**config.mk**
```make
export PLATFORM = sky130hd
export DESIGN_NAME = soc_ctrl_pll_lock_seq_flat
export DESIGN_NICKNAME = d
export VERILOG_FILES = /design/src/rtl/soc_ctrl_pll_lock_seq_if.sv /design/src/rtl/soc_ctrl_pll_lock_seq.sv /design/src/flat_wrapper.sv
export SDC_FILE = /design/constraint.sdc
export NUM_CORES = 1
export LEC_CHECK = 0
export CAP_MARGIN = 20
export CORE_MARGIN = 2
export CORE_UTILIZATION = 28
export CTS_CLUSTER_DIAMETER = 200
export DETAILED_ROUTE_END_ITERATION = 16
export HOLD_SLACK_MARGIN = 0.05
export SYNTH_ARGS = -nofsm -noshare
export SYNTH_HDL_FRONTEND = slang
export SYNTH_SLANG_ARGS = --single-unit
```
**constraint.sdc**
```tcl
create_clock -name ref_clk_i -period 2.1 [get_ports ref_clk_i]
set_input_delay 0.42 -clock ref_clk_i [delete_from_list [all_inputs] [get_ports ref_clk_i]]
set_output_delay 0.42 -clock ref_clk_i [all_outputs]
set_load 0.02 [all_outputs]
```
**src/rtl/soc_ctrl_pll_lock_seq_if.sv**
```systemverilog
// Status and control bundle between the SoC controller and the PLL lock sequencer.
// The master drives the raw lock and software requests; the slave returns the delay-gen triplet and status.
interface soc_ctrl_pll_lock_seq_if;
    logic       pll_lock_raw;
    logic       dom_en;
    logic       lock_lost_clr;
    logic       pll_lock;
    logic       dom_arst_n;
    logic       dom_clk_en;
    logic       lock_lost;
    logic       timeout;
    logic [2:0] state;

    modport master (
        output pll_lock_raw, dom_en, lock_lost_clr,
        input  pll_lock, dom_arst_n, dom_clk_en, lock_lost, timeout, state
    );

    modport slave (
        input  pll_lock_raw, dom_en, lock_lost_clr,
        output pll_lock, dom_arst_n, dom_clk_en, lock_lost, timeout, state
    );
endinterface

```
**src/rtl/soc_ctrl_pll_lock_seq.sv**
```systemverilog
// PLL lock qualifier and domain clock/reset sequencer; outputs are registered decodes of the next state.
// Raw lock reaches the FSM after SYNC_STAGES edges; no backpressure, inputs are levels/pulses sampled every cycle.
module soc_ctrl_pll_lock_seq #(
    parameter int SYNC_STAGES         = 2,
    parameter int LOCK_STABLE_CYCLES  = 16,
    parameter int LOCK_TIMEOUT_CYCLES = 4096,
    parameter int GATE_CYCLES         = 4
) (
    input  logic                    ref_clk_i,
    input  logic                    glb_rst_ni,
    soc_ctrl_pll_lock_seq_if.slave  bus
);
    localparam int STAB_W = $clog2(LOCK_STABLE_CYCLES + 1);
    localparam int TO_W   = $clog2(LOCK_TIMEOUT_CYCLES + 1);
    localparam int GATE_W = $clog2(GATE_CYCLES + 1);

    localparam logic [STAB_W-1:0] STAB_LAST = STAB_W'(LOCK_STABLE_CYCLES - 1);
    localparam logic [STAB_W-1:0] STAB_MAX  = STAB_W'(LOCK_STABLE_CYCLES);
    localparam logic [TO_W-1:0]   TO_LAST   = TO_W'(LOCK_TIMEOUT_CYCLES - 1);
    localparam logic [TO_W-1:0]   TO_MAX    = TO_W'(LOCK_TIMEOUT_CYCLES);
    localparam logic [GATE_W-1:0] GATE_LAST = GATE_W'(GATE_CYCLES - 1);

    typedef enum logic [2:0] {
        ST_OFF   = 3'd0,
        ST_ACQ   = 3'd1,
        ST_RUN   = 3'd2,
        ST_GATE  = 3'd3,
        ST_FAULT = 3'd4
    } state_t;

    state_t              state_q, state_nxt;
    logic [SYNC_STAGES-1:0] sync_q;
    logic [STAB_W-1:0]   stab_q, stab_nxt;
    logic [TO_W-1:0]     to_q, to_nxt;
    logic [GATE_W-1:0]   gate_q, gate_nxt;
    logic                lost_gate_q, lost_gate_nxt;
    logic                lock_lost_q, timeout_q;
    logic                pll_lock_q, arst_n_q, clk_en_q;
    logic                pll_lock_nxt, arst_n_nxt, clk_en_nxt;
    logic                set_lost, set_to, clr_to;
    logic                lock_s;

    assign lock_s = sync_q[SYNC_STAGES-1];

    always_comb begin
        state_nxt     = state_q;
        stab_nxt      = stab_q;
        to_nxt        = to_q;
        gate_nxt      = gate_q;
        lost_gate_nxt = lost_gate_q;
        set_lost      = 1'b0;
        set_to        = 1'b0;
        clr_to        = 1'b0;
        unique case (state_q)
            ST_OFF: begin
                if (bus.dom_en) begin
                    state_nxt = ST_ACQ;
                    stab_nxt  = '0;
                    to_nxt    = '0;
                    clr_to    = 1'b1;
                end
            end
            ST_ACQ: begin
                to_nxt   = (to_q == TO_MAX) ? to_q : to_q + 1'b1;
                stab_nxt = !lock_s ? '0 : (stab_q == STAB_MAX) ? stab_q : stab_q + 1'b1;
                if (!bus.dom_en) begin
                    state_nxt = ST_OFF;
                end else if (lock_s && stab_q == STAB_LAST) begin
                    state_nxt = ST_RUN;
                end else if (to_q == TO_LAST) begin
                    state_nxt = ST_FAULT;
                    set_to    = 1'b1;
                end
            end
            ST_RUN: begin
                // Lock loss outranks a disable so the sticky flag and reacquire intent are recorded.
                if (!lock_s) begin
                    state_nxt     = ST_GATE;
                    gate_nxt      = '0;
                    lost_gate_nxt = 1'b1;
                    set_lost      = 1'b1;
                end else if (!bus.dom_en) begin
                    state_nxt     = ST_GATE;
                    gate_nxt      = '0;
                    lost_gate_nxt = 1'b0;
                end
            end
            ST_GATE: begin
                if (gate_q == GATE_LAST) begin
                    if (bus.dom_en && lost_gate_q) begin
                        state_nxt = ST_ACQ;
                        stab_nxt  = '0;
                        to_nxt    = '0;
                    end else begin
                        state_nxt = ST_OFF;
                    end
                end else begin
                    gate_nxt = gate_q + 1'b1;
                end
            end
            ST_FAULT: begin
                if (!bus.dom_en) state_nxt = ST_OFF;
            end
            default: state_nxt = ST_OFF;
        endcase

        pll_lock_nxt = 1'b0;
        arst_n_nxt   = 1'b0;
        clk_en_nxt   = 1'b0;
        case (state_nxt)
            ST_RUN:  begin pll_lock_nxt = 1'b1; arst_n_nxt = 1'b1; clk_en_nxt = 1'b1; end
            ST_GATE: begin pll_lock_nxt = 1'b1; arst_n_nxt = 1'b1; end
            default: ;
        endcase
    end

    always_ff @(posedge ref_clk_i) begin
        if (!glb_rst_ni) begin
            state_q     <= ST_OFF;
            sync_q      <= '0;
            stab_q      <= '0;
            to_q        <= '0;
            gate_q      <= '0;
            lost_gate_q <= 1'b0;
            lock_lost_q <= 1'b0;
            timeout_q   <= 1'b0;
            pll_lock_q  <= 1'b0;
            arst_n_q    <= 1'b0;
            clk_en_q    <= 1'b0;
        end else begin
            state_q     <= state_nxt;
            sync_q      <= {sync_q[SYNC_STAGES-2:0], bus.pll_lock_raw};
            stab_q      <= stab_nxt;
            to_q        <= to_nxt;
            gate_q      <= gate_nxt;
            lost_gate_q <= lost_gate_nxt;
            lock_lost_q <= set_lost | (lock_lost_q & ~bus.lock_lost_clr);
            timeout_q   <= set_to | (timeout_q & ~clr_to);
            pll_lock_q  <= pll_lock_nxt;
            arst_n_q    <= arst_n_nxt;
            clk_en_q    <= clk_en_nxt;
        end
    end

    assign bus.pll_lock   = pll_lock_q;
    assign bus.dom_arst_n = arst_n_q;
    assign bus.dom_clk_en = clk_en_q;
    assign bus.lock_lost  = lock_lost_q;
    assign bus.timeout    = timeout_q;
    assign bus.state      = state_q;
endmodule

```
**src/flat_wrapper.sv**
```systemverilog
// flat-port wrapper written by rule: the top's interface ports become plain ports
module soc_ctrl_pll_lock_seq_flat 
#(
    parameter int SYNC_STAGES         = 2,
    parameter int LOCK_STABLE_CYCLES  = 16,
    parameter int LOCK_TIMEOUT_CYCLES = 4096,
    parameter int GATE_CYCLES         = 4
)
  (ref_clk_i, glb_rst_ni, bus_pll_lock_raw, bus_dom_en, bus_lock_lost_clr, bus_pll_lock, bus_dom_arst_n, bus_dom_clk_en, bus_lock_lost, bus_timeout, bus_state);
  soc_ctrl_pll_lock_seq_if bus_i ();
  input  logic ref_clk_i;
  input  logic glb_rst_ni;
  input wire logic [$bits(bus_i.pll_lock_raw)-1:0] bus_pll_lock_raw;
  input wire logic [$bits(bus_i.dom_en)-1:0] bus_dom_en;
  input wire logic [$bits(bus_i.lock_lost_clr)-1:0] bus_lock_lost_clr;
  output wire logic [$bits(bus_i.pll_lock)-1:0] bus_pll_lock;
  output wire logic [$bits(bus_i.dom_arst_n)-1:0] bus_dom_arst_n;
  output wire logic [$bits(bus_i.dom_clk_en)-1:0] bus_dom_clk_en;
  output wire logic [$bits(bus_i.lock_lost)-1:0] bus_lock_lost;
  output wire logic [$bits(bus_i.timeout)-1:0] bus_timeout;
  output wire logic [$bits(bus_i.state)-1:0] bus_state;
  assign bus_i.pll_lock_raw = bus_pll_lock_raw;
  assign bus_i.dom_en = bus_dom_en;
  assign bus_i.lock_lost_clr = bus_lock_lost_clr;
  assign bus_pll_lock = bus_i.pll_lock;
  assign bus_dom_arst_n = bus_i.dom_arst_n;
  assign bus_dom_clk_en = bus_i.dom_clk_en;
  assign bus_lock_lost = bus_i.lock_lost;
  assign bus_timeout = bus_i.timeout;
  assign bus_state = bus_i.state;
  soc_ctrl_pll_lock_seq #(.SYNC_STAGES(SYNC_STAGES), .LOCK_STABLE_CYCLES(LOCK_STABLE_CYCLES), .LOCK_TIMEOUT_CYCLES(LOCK_TIMEOUT_CYCLES), .GATE_CYCLES(GATE_CYCLES)) u_core (.ref_clk_i(ref_clk_i), .glb_rst_ni(glb_rst_ni), .bus(bus_i));
endmodule
```
Word level (Yosys, flattened, before mapping)
Index checks and enable logic that the tools add are counted.

operators by class
  $add $sub $neg = 3
  eq/ne operators = 19
  mux-type cells = 37
  bitwise operators = 6
  reduce and logical (&&, ||, !) cells = 10

operators with widths
  cell                   number
  $mux 13                4
  $pmux 13 s3            1
  $mux 3                 11
  $mux 5                 5
  $eq 3x2->1 const B     5
  $pmux 3 s5             1
  $pmux 5 s3             1
  $add 13x1->13 const B  1
  $eq 13x12->1 const B   1
  $eq 13x13->1 const B   1
  $mux 1                 13
  $reduce_and 5->1       2
  $ne 2x2->1 const B     4
  $ne 3x3->1 const B     2
  $pmux 3 s2             1
  $add 5x1->5 const B    1
  $eq 5x4->1 const B     1
  $eq 5x5->1 const B     1
  $ne 2x1->1 const B     2
  $add 3x1->3 const B    1
  $eq 3x1->1 const B     1
  $eq 3x3->1 const B     1
  $logic_not 3->1        1
  $reduce_and 3->1       1
  8 further kinds        12

word-level totals
  flip-flop bits (word level) = 31
  word-level logic and storage cells = 85

Depth between registers and ports, before layout
Gate-level depths: netlist of run 1.

  depth after elaboration = 8
  depth in mapped cells = 8
  gate-level depth less buffers = 7

Least setup slack after synthesis of run 1
No wires, ideal clock.

  path kind = reg-to-reg
  start = register u_core.gate_q[0]
  end = register u_core.to_q[2]
  library setup time = 0.070 ns
  data arrival time = 1.714 ns
  required time = 2.030 ns
  path slack = 0.316 ns
  stages on the path, launching flop included = 8
  path buffers = 1
  period minus slack after synthesis = 1.784 ns
  cells stage by stage = dfxtp_1 > ha_1 > ha_1 > nand4_1 > a21o_1 > buf_6 > or4_1 > a21oi_1

between the ends
  word-level cells in the longest chain between the ends = 3

RTL lines
  item                        line                          text
  start: declaration          soc_ctrl_pll_lock_seq.sv:35   logic [GATE_W-1:0] gate_q, gate_nxt;
  start signal: assignment    soc_ctrl_pll_lock_seq.sv:135  gate_q <= gate_nxt;
  $eq 3x2->1                  soc_ctrl_pll_lock_seq.sv:89   if (gate_q == GATE_LAST) begin
  $ne 2x1->1 (no line)        n/a
  $reduce_and 5->1 (no line)  n/a
  end signal: assignment      soc_ctrl_pll_lock_seq.sv:134  to_q <= to_nxt;
  end: declaration            soc_ctrl_pll_lock_seq.sv:34   logic [TO_W-1:0] to_q, to_nxt;

No other way between the ends.
A chain may end at the register's enable or synchronous reset.

Final worst setup path of run 1
  start = register u_core.state_q[2] (netlist: u_core.bus.state[2])
  end = output port bus_state[2]

RTL lines
  item                      line                          text
  start: declaration        soc_ctrl_pll_lock_seq.sv:31   state_t state_q, state_nxt;
  start signal: assignment  soc_ctrl_pll_lock_seq.sv:131  state_q <= state_nxt;
  end: declaration          flat_wrapper.sv:21            output wire logic [$bits(bus_i.state)-1:0] bus_state;

No word-level cell between the ends.

==> flow_metrics.tcl, run 1 <==
set metrics [dict create \
    synthesis.area_per_instance_um2 8.77 \
    crit_arrival_ns 1.56 \
    main_combinational_cell_family_by_area_after_synthesis "simple AND/OR/NAND/NOR gates" \
    max-cap-violations 0 \
    grtUsageTotal 0.122 \
    total_power_mw 1.22 \
    htree_levels 2 \
    drc 0 \
    placedCellCount 282 \
    tritoncts.num_buffers 5 \
    stdcell_area_um2 2040 \
    floorplan.io_pins 13 \
    post_synth_net_total 201 \
    coreArea_um2 5820 \
    num_vias 1509 \
    initial_util 0.285 \
    vias_per_cell 5.20 \
    setup_viol 0 \
    ctsHoldBuffers 0 \
    fp-row-count 28 \
    globalRoute.totalOverflow 0 \
    insertedDiodeCount 0 \
    minimum_period_implied_by_the_final_worst_setup_slack_ns 1.98 \
    synthesis.area_um2 1660 \
    post_drt_wl_per_cell_um 12.8 \
    post_synth_xor_area_fraction 0.0106 \
    timing_max_transition_violations_final 0 \
    worst-path-max-fanout 14 \
    fraction_of_the_yosys_area_taken_by_sequential_cells 0.375 \
    synthFlopType "sky130_fd_sc_hd__dfxtp_1" \
    yosys_register_bits 31 \
    grt_antenna_before_repair 0 \
    power.static_leakage_nw 0.676 \
    chipWidth_um 80.9 \
    crit_end "bus_state[2]" \
    worstSetupStartpoint "u_core.bus.state[2]$_SDFF_PN0_" \
    io_buffer_count 12 \
    cts.repair.resized 0 \
    postCtsSetupBuffers 0 \
    clock_sink_count 31 \
    firstDrtPassIters 4 \
    outcome "finished clean" \
    first_global_vias 1404 \
    cpMaxStageDelayCell "sky130_fd_sc_hd__clkdlybuf4s50_1" \
    synth_simple_gate_area_share 0.267 \
    cp_cell_sequence "clkdlybuf4s50_1" \
    final_antenna_net_count 0 \
    tightestPinTransition_ns 0.441 \
    timing.fmax_ghz 0.505 \
    initialDrtViolationCount 90 \
    regToRegStartpoint "u_core.gate_q[0]$_SDFFE_PN0P_" \
    syn2layout_area_growth_pct 23.3 \
    clock_insertion_delay_worst_skew_ns 0.28 \
    core_util_final 0.351 \
    clock_path_buffers 2 \
    cts_tree "yes" \
    synth_async_sr_flop_share 0 \
    power_density_nw_per_um2 597 \
    gp_routability_congestion 0.735 \
    pin_count_of_the_biggest_net_entering_global_routing 19 \
    critical_path.n_buffers_inverters 1 \
    setup.reg_to_reg.worst_slack_ns 0.22 \
    data_required_time_at_the_worst_endpoint_ns 1.68 \
    setup.worst_path.end_class "output pin" \
    layout_cell_share_with_drive_strength_beyond_1 0.135 \
    holdCritPathClass "flop to flop" \
    final_hold_viol_count 0 \
    root_buffer "sky130_fd_sc_hd__clkbuf_8" \
    timing.critical_path.slowest_cell_delay_ns 0.69 \
    final_net_count 226 \
    final.hold.worst_slack_ns 0.429 \
    final_cells 290 \
    timing.hold.worst_path_depth 1 \
    ys_types 48 \
    critical_path.reg2reg.endpoint "u_core.to_q[9]$_SDFFE_PN0P_" \
    synth.area.mux_share 0 \
    synthesized_area_fraction_occupied_by_ao_oa_aoi_and_oai_cells 0.236 \
    power.ir.vdd_worst_uv 459 \
    ys_warn_count 0 \
    fp.dieArea_um2 6550 \
    post_synth_inst_count 189 \
    timing.reg2reg.worst_path_depth 7 \
    n_fill_cell 641 \
    synth_edf_count 0 \
    routed_wirelength_um 3720 \
    critical_path_launch_point_type "flop" \
    rsz0062_at_grt "false" \
    timing.slew.headroom 0.698 \
    post_dp_hpwl_um 2580 \
    timing.setup.critical_path_class "flop to output pin" \
    clock_transition_at_path_regs_ns 0.07 \
    post_synthesis_adder_cell_area_fraction 0.0529 \
    floorplan.die.height_um 80.9 \
    worstSetupPathDepth 1 \
    grt_first_pass_wirelength_um 6310 \
    timing.clock.skew_ns 0.00500 \
    post-route-period-util 0.943 \
    worst_path_dominant_cell_family "buffers and inverters" \
    placed_area_um2 1940 \
]
-- routing by layer --
metal	track usage	wire length, um	share of wire	vias up
li1	-	-	-	771
met1	0.159	1860	0.50	714
met2	0.193	1710	0.46	17
met3	0.0267	86	0.023	7
met4	0.0559	63	0.017	0
met5	0	0	0	-
-- kinds of logic (layout without fill, tap and decap cells) --
group / count (synthesis) / after routing
flops: 31 / 31
compound gates: 57 / 57
xor+xnor: 2 / 2
buf+inv: 19 / 45
fa+ha+maj: 7 / 7
simple gates: 73 / 73
-- flip-flops by register name, indices dropped and copies added, names as in the netlist --
name	count
u_core.bus.dom_clk_en	1
u_core.bus.lock_lost	1
u_core.bus.pll_lock	1
u_core.bus.state	3
u_core.bus.timeout	1
u_core.gate_q	3
u_core.lost_gate_q	1
u_core.stab_q	5
u_core.sync_q	2
u_core.to_q	13
-- report_power, final --
group	switching (mW)	leakage, nW	internal (mW)
Combinational	0.0503	0.374	0.0514
Sequential	0.00836	0.251	0.594
Clock	0.216	0.0515	0.299
-- per-stage QoR --
| stage | setup TNS (ns) | setup slack [ns] |
|---|---|---|
| detailed placement | -0.129 | -0.0394 |
| floorplan | 0 | 0.316 |
| CTS | 0 | 0.101 |
| global placement | -0.0138 | -0.00767 |
| finish | 0 | 0.120 |
| global route | 0 | 0.0454 |
-- cell usage in the layout, fill, tap and decap left out, drive strengths merged, types with 3 or more instances in the layout --
cell	Yosys	final
dfxtp	31	31
buf	8	17
nand2	14	14
a21oi	14	14
clkdlybuf4s50	0	12
nand3	10	10
nand4	9	9
o31ai	9	9
inv	8	8
clkbuf	3	8
o21ai	7	7
a21boi	7	7
ha	7	7
or4	6	6
nor2	5	5
and3	3	3
o21a	3	3
a211oi	3	3
nor4	3	3
and4	3	3
nand4b	3	3
-- cell usage after synthesis, types with 3 or more instances --
| cell | n | area (um^2) |
|---|---|---|
| sky130_fd_sc_hd__dfxtp_1 | 31 | 621 |
| sky130_fd_sc_hd__a21oi_1 | 14 | 70.1 |
| sky130_fd_sc_hd__nand2_1 | 14 | 52.6 |
| sky130_fd_sc_hd__nand3_1 | 10 | 50.1 |
| sky130_fd_sc_hd__nand4_1 | 9 | 56.3 |
| sky130_fd_sc_hd__o31ai_1 | 9 | 67.6 |
| sky130_fd_sc_hd__inv_1 | 8 | 30.0 |
| sky130_fd_sc_hd__a21boi_0 | 7 | 52.6 |
| sky130_fd_sc_hd__ha_1 | 7 | 87.6 |
| sky130_fd_sc_hd__o21ai_0 | 7 | 35.0 |
| sky130_fd_sc_hd__or4_1 | 6 | 45.0 |
| sky130_fd_sc_hd__nor2_1 | 5 | 18.8 |
| sky130_fd_sc_hd__buf_2 | 4 | 20.0 |
| sky130_fd_sc_hd__a211oi_1 | 3 | 22.5 |
| sky130_fd_sc_hd__and3_1 | 3 | 18.8 |
| sky130_fd_sc_hd__and4_1 | 3 | 26.3 |
| sky130_fd_sc_hd__clkbuf_1 | 3 | 11.3 |
| sky130_fd_sc_hd__nand4b_1 | 3 | 26.3 |
| sky130_fd_sc_hd__nor4_1 | 3 | 18.8 |
| sky130_fd_sc_hd__o21a_1 | 3 | 22.5 |
-- cell type report --
| cell class | instances | area (um^2) | share of cell area |
|---|---|---|---|
| clock buffer | 8 | 100 | 0.0490 |
| inverter | 8 | 30.0 | 0.0147 |
| sequential | 31 | 621 | 0.304 |
| tap | 75 | 93.8 | 0.0460 |
| multi-input combinational | 139 | 937 | 0.459 |
| timing repair buffer | 29 | 260 | 0.127 |
-- worst min-delay path by stage --
stage	from	to	slack, ns
floorplan	u_core.sync_q[0]$_SDFF_PN0_	u_core.sync_q[1]$_SDFF_PN0_	0.41
finish	u_core.sync_q[0]$_SDFF_PN0_	u_core.sync_q[1]$_SDFF_PN0_	0.43
CTS	u_core.sync_q[0]$_SDFF_PN0_	u_core.sync_q[1]$_SDFF_PN0_	0.43
detailed placement	u_core.sync_q[0]$_SDFF_PN0_	u_core.sync_q[1]$_SDFF_PN0_	0.42
global route	u_core.sync_q[0]$_SDFF_PN0_	u_core.sync_q[1]$_SDFF_PN0_	0.45
global placement	u_core.sync_q[0]$_SDFF_PN0_	u_core.sync_q[1]$_SDFF_PN0_	0.41
(Power assumes the default switching activity.)
==> run 2: changes to the inputs <==
==> constraint.sdc (replaced) <==
create_clock -name ref_clk_i -period 2.1 [get_ports ref_clk_i]
set_input_delay 0.42 -clock ref_clk_i [delete_from_list [all_inputs] [get_ports ref_clk_i]]
set_output_delay 0.42 -clock ref_clk_i [all_outputs]
set_load 0.1 [all_outputs]
==> run 2 against run 1 <==
  * Wire length fell by 4.2%
  * Fmax rose by 4.7%
  * Sequential power barely moved
  * Final area fell by 1.5%
  * Cell count fell by 0.69%
  * Die area did not move
  * First-iteration DRC count rose by 3.3%
  * Core utilization fell by 0.54 points
  * Hold slack improved by 0.0030 ns
  * Global-route usage fell by 0.073 points
  * Critical endpoint is now u_core.to_q[10]$_SDFFE_PN0P_
  * Largest cell class unchanged
  * Largest power group unchanged
  * Highest routed layer unchanged
==> flow_metrics.tcl, run 2 (synthesis results as in run 1) <==
set metrics [dict create \
    clock_transition_at_path_regs_ns 0.06 \
    worstHoldStart "u_core.sync_q[0]$_SDFF_PN0_" \
    timing.hold.worst_path_depth 1 \
    holdCritPathClass "flop to flop" \
    critPathMostFrequentCell "sky130_fd_sc_hd__ha_1" \
    clock_sink_count 31 \
    flip_flop_count_of_the_largest_register_after_layout 13 \
    setup.reg_to_reg.worst_slack_ns 0.21 \
    total_power_mw 1.23 \
    globalRoute.totalOverflow 0 \
    worstSetupPathDepth 7 \
    htree_levels 2 \
    grt_antenna_before_repair 0 \
    cts_tree "yes" \
    cpMaxStageDelayCell "sky130_fd_sc_hd__or4_1" \
    timing.reg2reg.worst_path_depth 7 \
    fp.dieArea_um2 6550 \
    chipWidth_um 80.9 \
    worstSetupStartpoint "u_core.gate_q[0]$_SDFFE_PN0P_" \
    minimum_period_implied_by_the_final_worst_setup_slack_ns 1.89 \
    routed_wirelength_um 3560 \
    num_vias 1509 \
    layout_cell_share_with_drive_strength_beyond_1 0.178 \
    mostFrequentLayoutCells "sky130_fd_sc_hd__dfxtp_1 (28), sky130_fd_sc_hd__buf_4 (22), sky130_fd_sc_hd__nand2_1 (14), sky130_fd_sc_hd__a21oi_1 (14), sky130_fd_sc_hd__nand3_1 (10)" \
    placedCellCount 280 \
    floorplan.io_pins 13 \
    initial_util 0.285 \
    floorplan.die.height_um 80.9 \
    tritoncts.num_buffers 5 \
    worst-path-max-fanout 10 \
    ctsHoldBuffers 0 \
    rsz0062_at_grt "false" \
    initialDrtViolationCount 93 \
    grtUsageTotal 0.122 \
    timing.clock.skew_ns 0.00466 \
    clock_path_buffers 2 \
    grt_first_pass_wirelength_um 6220 \
    power.static_leakage_nw 0.682 \
    postCtsSetupBuffers 0 \
    clock_insertion_delay_worst_skew_ns 0.29 \
    power.ir.vdd_worst_uv 320 \
    top_register "u_core.to_q" \
    reg_top3 "u_core.to_q: 13 flops, u_core.stab_q: 5 flops" \
    timing.slew.headroom 0.606 \
    final_cells 288 \
    n_fill_cell 630 \
    root_buffer "sky130_fd_sc_hd__clkbuf_8" \
    final_antenna_net_count 0 \
    vias_per_cell 5.24 \
    final_hold_viol_count 0 \
    post-route-period-util 0.901 \
    data_required_time_at_the_worst_endpoint_ns 2.32 \
    gp_routability_congestion 0.795 \
    post_drt_wl_per_cell_um 12.4 \
    final_common_cell "sky130_fd_sc_hd__dfxtp_1" \
    core_util_final 0.346 \
    syn2layout_area_growth_pct 21.4 \
    coreArea_um2 5820 \
    pin_count_of_the_biggest_net_entering_global_routing 17 \
    placed_area_um2 1910 \
    critical_path.n_buffers_inverters 1 \
    max-cap-violations 0 \
    drc 0 \
    firstDrtPassIters 4 \
    timing.fmax_ghz 0.529 \
    crit_arrival_ns 2.11 \
    cp_cell_sequence "ha_1, ha_1, nand4_1, a21o_1, buf_4, or4_1, a21oi_1" \
    setup.worst_path.end_class "flop" \
    regToRegStartpoint "u_core.gate_q[0]$_SDFFE_PN0P_" \
    first_global_vias 1338 \
    final_net_count 224 \
    tightestPinTransition_ns 0.583 \
    timing.critical_path.slowest_cell_delay_ns 0.50 \
    fp-row-count 28 \
    outcome "finished clean" \
    critical_path_launch_point_type "flop" \
    stdcell_area_um2 2010 \
    insertedDiodeCount 0 \
    timing.setup.critical_path_class "flop to flop" \
    timing_max_transition_violations_final 0 \
    setup_viol 0 \
    post_dp_hpwl_um 2510 \
    worst_path_dominant_cell_family "simple AND/OR/NAND/NOR gates" \
    io_buffer_count 12 \
    power_density_nw_per_um2 613 \
    cts.repair.resized 0 \
]
run 2: metrics by stage:
stage / TNS, ns / hold slack, ns / setup slack, ns
floorplan: 0 / 0.412 / 0.0621
global placement: -0.00782 / 0.415 / -0.00710
detailed placement: -0.135 / 0.422 / -0.0326
CTS: 0 / 0.437 / 0.216
global route: 0 / 0.457 / 0.0791
finish: 0 / 0.432 / 0.208
run 2: worst paths after layout:
check / to
setup / recovery: u_core.to_q[10]$_SDFFE_PN0P_
hold / removal: u_core.sync_q[1]$_SDFF_PN0_
setup reg to reg: u_core.to_q[10]$_SDFFE_PN0P_
hold reg to reg: u_core.sync_q[1]$_SDFF_PN0_
run 2: cell type report:
| type | instances | area [um^2] | area share |
|---|---|---|---|
| multi-input combinational | 139 | 937 | 0.466 |
| sequential | 31 | 624 | 0.311 |
| timing repair buffer | 27 | 225 | 0.112 |
| clock buffer | 8 | 100 | 0.0498 |
| tap | 75 | 93.8 | 0.0467 |
| inverter | 8 | 30.0 | 0.0149 |
run 2: per-layer routing:
layer / vias up / share of wire / global-route usage
li1: 769 / - / -
met1: 710 / 0.49 / 0.151
met2: 25 / 0.46 / 0.196
met3: 5 / 0.029 / 0.0333
met4: 0 / 0.021 / 0.0559
met5: - / 0 / 0
run 2: power breakdown:
| group | leakage (nW) | internal [mW] | switching [mW] | total [mW] |
|---|---|---|---|---|
| clock | 0.0515 | 0.299 | 0.222 | 0.520 |
| sequential | 0.252 | 0.595 | 0.00578 | 0.600 |
| combinational | 0.378 | 0.0503 | 0.0612 | 0.112 |
| total | 0.682 | 0.944 | 0.289 | 1.23 |
==> run 3: changes to the inputs <==
--- a/config.mk
+++ b/config.mk
@@ -10,6 +10,7 @@
 export CORE_UTILIZATION = 28
 export CTS_CLUSTER_DIAMETER = 200
 export DETAILED_ROUTE_END_ITERATION = 16
+export GPL_TIMING_DRIVEN = 0
 export HOLD_SLACK_MARGIN = 0.05
 export SYNTH_ARGS = -nofsm -noshare
 export SYNTH_HDL_FRONTEND = slang
==> run 3 against run 2 <==
  * Non-clock buffer count is 3 lower
  * Clock skew up 0.0020 ns
  * Largest cell class unchanged
  * Die area unchanged
  * Combinational power fell by 12%
==> flow_metrics.tcl, run 3 (synthesis results as in run 1) <==
set metrics [dict create \
    post-route-period-util 0.954 \
    worst-path-max-fanout 10 \
    setup.reg_to_reg.worst_slack_ns 0.1 \
    timing.hold.worst_path_depth 1 \
    minimum_period_implied_by_the_final_worst_setup_slack_ns 2.00 \
    core_util_final 0.348 \
    timing.slew.headroom 0.366 \
    final_net_count 221 \
    globalRoute.totalOverflow 0 \
    rsz0062_at_grt "true" \
    holdCritPathClass "flop to flop" \
    vias_per_cell 5.12 \
    flip_flop_count_of_the_largest_register_after_layout 13 \
    critical_path.reg2reg.endpoint "u_core.stab_q[4]$_SDFFE_PN0P_" \
    tritoncts.num_buffers 5 \
    outcome "finished clean" \
    syn2layout_area_growth_pct 22.2 \
    timing.setup.critical_path_class "flop to flop" \
    floorplan.die.height_um 80.9 \
    timing_max_transition_violations_final 0 \
    setup.worst_path.end_class "flop" \
    pwr-share-seq 0.456 \
    switching_share 0.228 \
    first_global_vias 1348 \
    pwr-share-comb 0.075 \
    crit_arrival_ns 2.15 \
    top_register "u_core.to_q" \
    cts_tree "yes" \
    timing.fmax_ghz 0.499 \
    multi_input_comb_area_um2 967 \
    setup_tns_ns 0 \
    power_frac_clock 0.469 \
    reg_top3 "u_core.to_q: 13 flops, u_core.stab_q: 5 flops" \
    whs_endpoint "u_core.sync_q[1]$_SDFF_PN0_" \
    netSwitchingPower_mw 0.299 \
    power_density_nw_per_um2 649 \
    power.ir.vdd_worst_uv 348 \
    clock_path_buffers 2 \
    coreArea_um2 5820 \
    critical_path_launch_point_type "flop" \
    data_required_time_at_the_worst_endpoint_ns 2.25 \
    clock_sink_count 31 \
    max-cap-violations 0 \
    post_dp_hpwl_um 2660 \
    fp.dieArea_um2 6550 \
    final.hold.worst_slack_ns 0.436 \
    grt_first_pass_wirelength_um 6400 \
    num_vias 1460 \
    fp-row-count 28 \
    pin_count_of_the_biggest_net_entering_global_routing 11 \
    placedCellCount 276 \
    final_antenna_net_count 0 \
    clock_transition_at_path_regs_ns 0.07 \
    grt_antenna_before_repair 0 \
    final_cells 285 \
    io_buffer_count 12 \
    initialDrtViolationCount 91 \
    initial_util 0.285 \
    clock_insertion_delay_worst_skew_ns 0.28 \
    mostFrequentLayoutCells "sky130_fd_sc_hd__dfxtp_1 (28), sky130_fd_sc_hd__nand2_1 (14), sky130_fd_sc_hd__a21oi_1 (14)" \
    power.static_leakage_nw 0.695 \
    n_fill_cell 633 \
    final_common_cell "sky130_fd_sc_hd__dfxtp_1" \
    sequential_cell_area_um2 624 \
    insertedDiodeCount 0 \
    htree_levels 2 \
    layout_cell_share_with_drive_strength_beyond_1 0.148 \
    grtUsageTotal 0.128 \
    timing.clock.skew_ns 0.00667 \
    post_drt_wl_per_cell_um 13.3 \
    tightestPinTransition_ns 0.955 \
    gp_routability_congestion 0.774 \
    firstDrtPassIters 4 \
    final_hold_viol_count 0 \
    timing.reg2reg.worst_path_depth 7 \
    drc 0 \
    worstHoldStart "u_core.sync_q[0]$_SDFF_PN0_" \
    routed_wirelength_um 3790 \
    floorplan.io_pins 13 \
    internal_power_mw 1.01 \
    regToRegStartpoint "u_core.gate_q[0]$_SDFFE_PN0P_" \
    chipWidth_um 80.9 \
    root_buffer "sky130_fd_sc_hd__clkbuf_8" \
    setup_viol 0 \
]
-- run 3: cell types whose count changed in the layout (fill, tap and decap cells not counted), sizes merged --
| cell | change |
|---|---|
| clkbuf | +2 |
| clkdlybuf4s50 | -1 |
| bufinv | +1 |
| buf | -15 |
| clkinv | +1 |
| dlygate4sd2 | +8 |
| dlymetal6s2s | +1 |
-- run 3: cell type report --
type | instances | share of cell area
Multi-Input combinational cell | 139 | 0.478
Clock inverter | 2 | 0.0173
Buffer | 11 | 0.0352
Tap cell | 75 | 0.0464
Inverter | 8 | 0.0148
Clock buffer | 6 | 0.0408
Timing Repair Buffer | 13 | 0.0593
Sequential cell | 31 | 0.308
-- run 3: worst max path at each step --
stage | depth (start not counted) | to | from | slack (ns)
global placement | 6 | u_core.stab_q[2]$_SDFFE_PN0P_ | bus_dom_en | -0.30
detailed placement | 7 | u_core.stab_q[3]$_SDFFE_PN0P_ | bus_dom_en | -0.27
floorplan | 6 | u_core.to_q[12]$_SDFFE_PN0P_ | u_core.bus.state[0]$_SDFF_PN0_ | 0.06
CTS | 6 | u_core.stab_q[4]$_SDFFE_PN0P_ | bus_dom_en | 0.02
finish | 7 | u_core.stab_q[4]$_SDFFE_PN0P_ | u_core.gate_q[0]$_SDFFE_PN0P_ | 0.1
global route | 7 | u_core.to_q[2]$_SDFFE_PN0P_ | u_core.gate_q[0]$_SDFFE_PN0P_ | -0.04
-- run 3: routing by layer --
layer | vias to the layer above | share of wire | GRT usage
met4 | 0 | 0.024 | 0.0746
met5 | - | 0 | 0
met1 | 669 | 0.48 | 0.165
li1 | 764 | - | -
met3 | 7 | 0.031 | 0.0267
met2 | 20 | 0.46 | 0.197
-- run 3: worst max-delay path, stage by stage, from the launching register on --
cell	delay, ns
sky130_fd_sc_hd__dfxtp_1	0.35
sky130_fd_sc_hd__ha_1	0.16
sky130_fd_sc_hd__ha_2	0.19
sky130_fd_sc_hd__nand4_1	0.20
sky130_fd_sc_hd__a21o_4	0.29
sky130_fd_sc_hd__buf_6	0.14
sky130_fd_sc_hd__o21ai_0	0.44
sky130_fd_sc_hd__a211oi_1	0.10
-- run 3: repair_timing --
item,4_1_cts,5_1_grt
pin swaps,0,1
endpoints found under the setup margin,8,16
setup buffers,0,1
hold buffers,0,0
gates resized for setup,8,8
-- run 3: power groups by stage --
stage                     logic, mW  registers, mW  clock network (mW)
final                        0.0987          0.599               0.616
after global routing          0.109          0.600               0.671
after CTS                    0.0961          0.599               0.640
after detailed placement     0.0966          0.612                   0
after global placement       0.0963          0.612                   0
after floorplan              0.0558          0.622                   0
-- run 3: stage by stage --
step	power (mW)	worst slack (ns)	instance area (um^2)
3_5_place_dp	0.709	-0.273	1870
3_3_place_gp	0.709	-0.300	1870
6_report	1.31	0.0963	2020
4_1_cts	1.34	0.0218	1980
2_1_floorplan	0.678	0.0621	1660
5_1_grt	1.38	-0.0425	2020
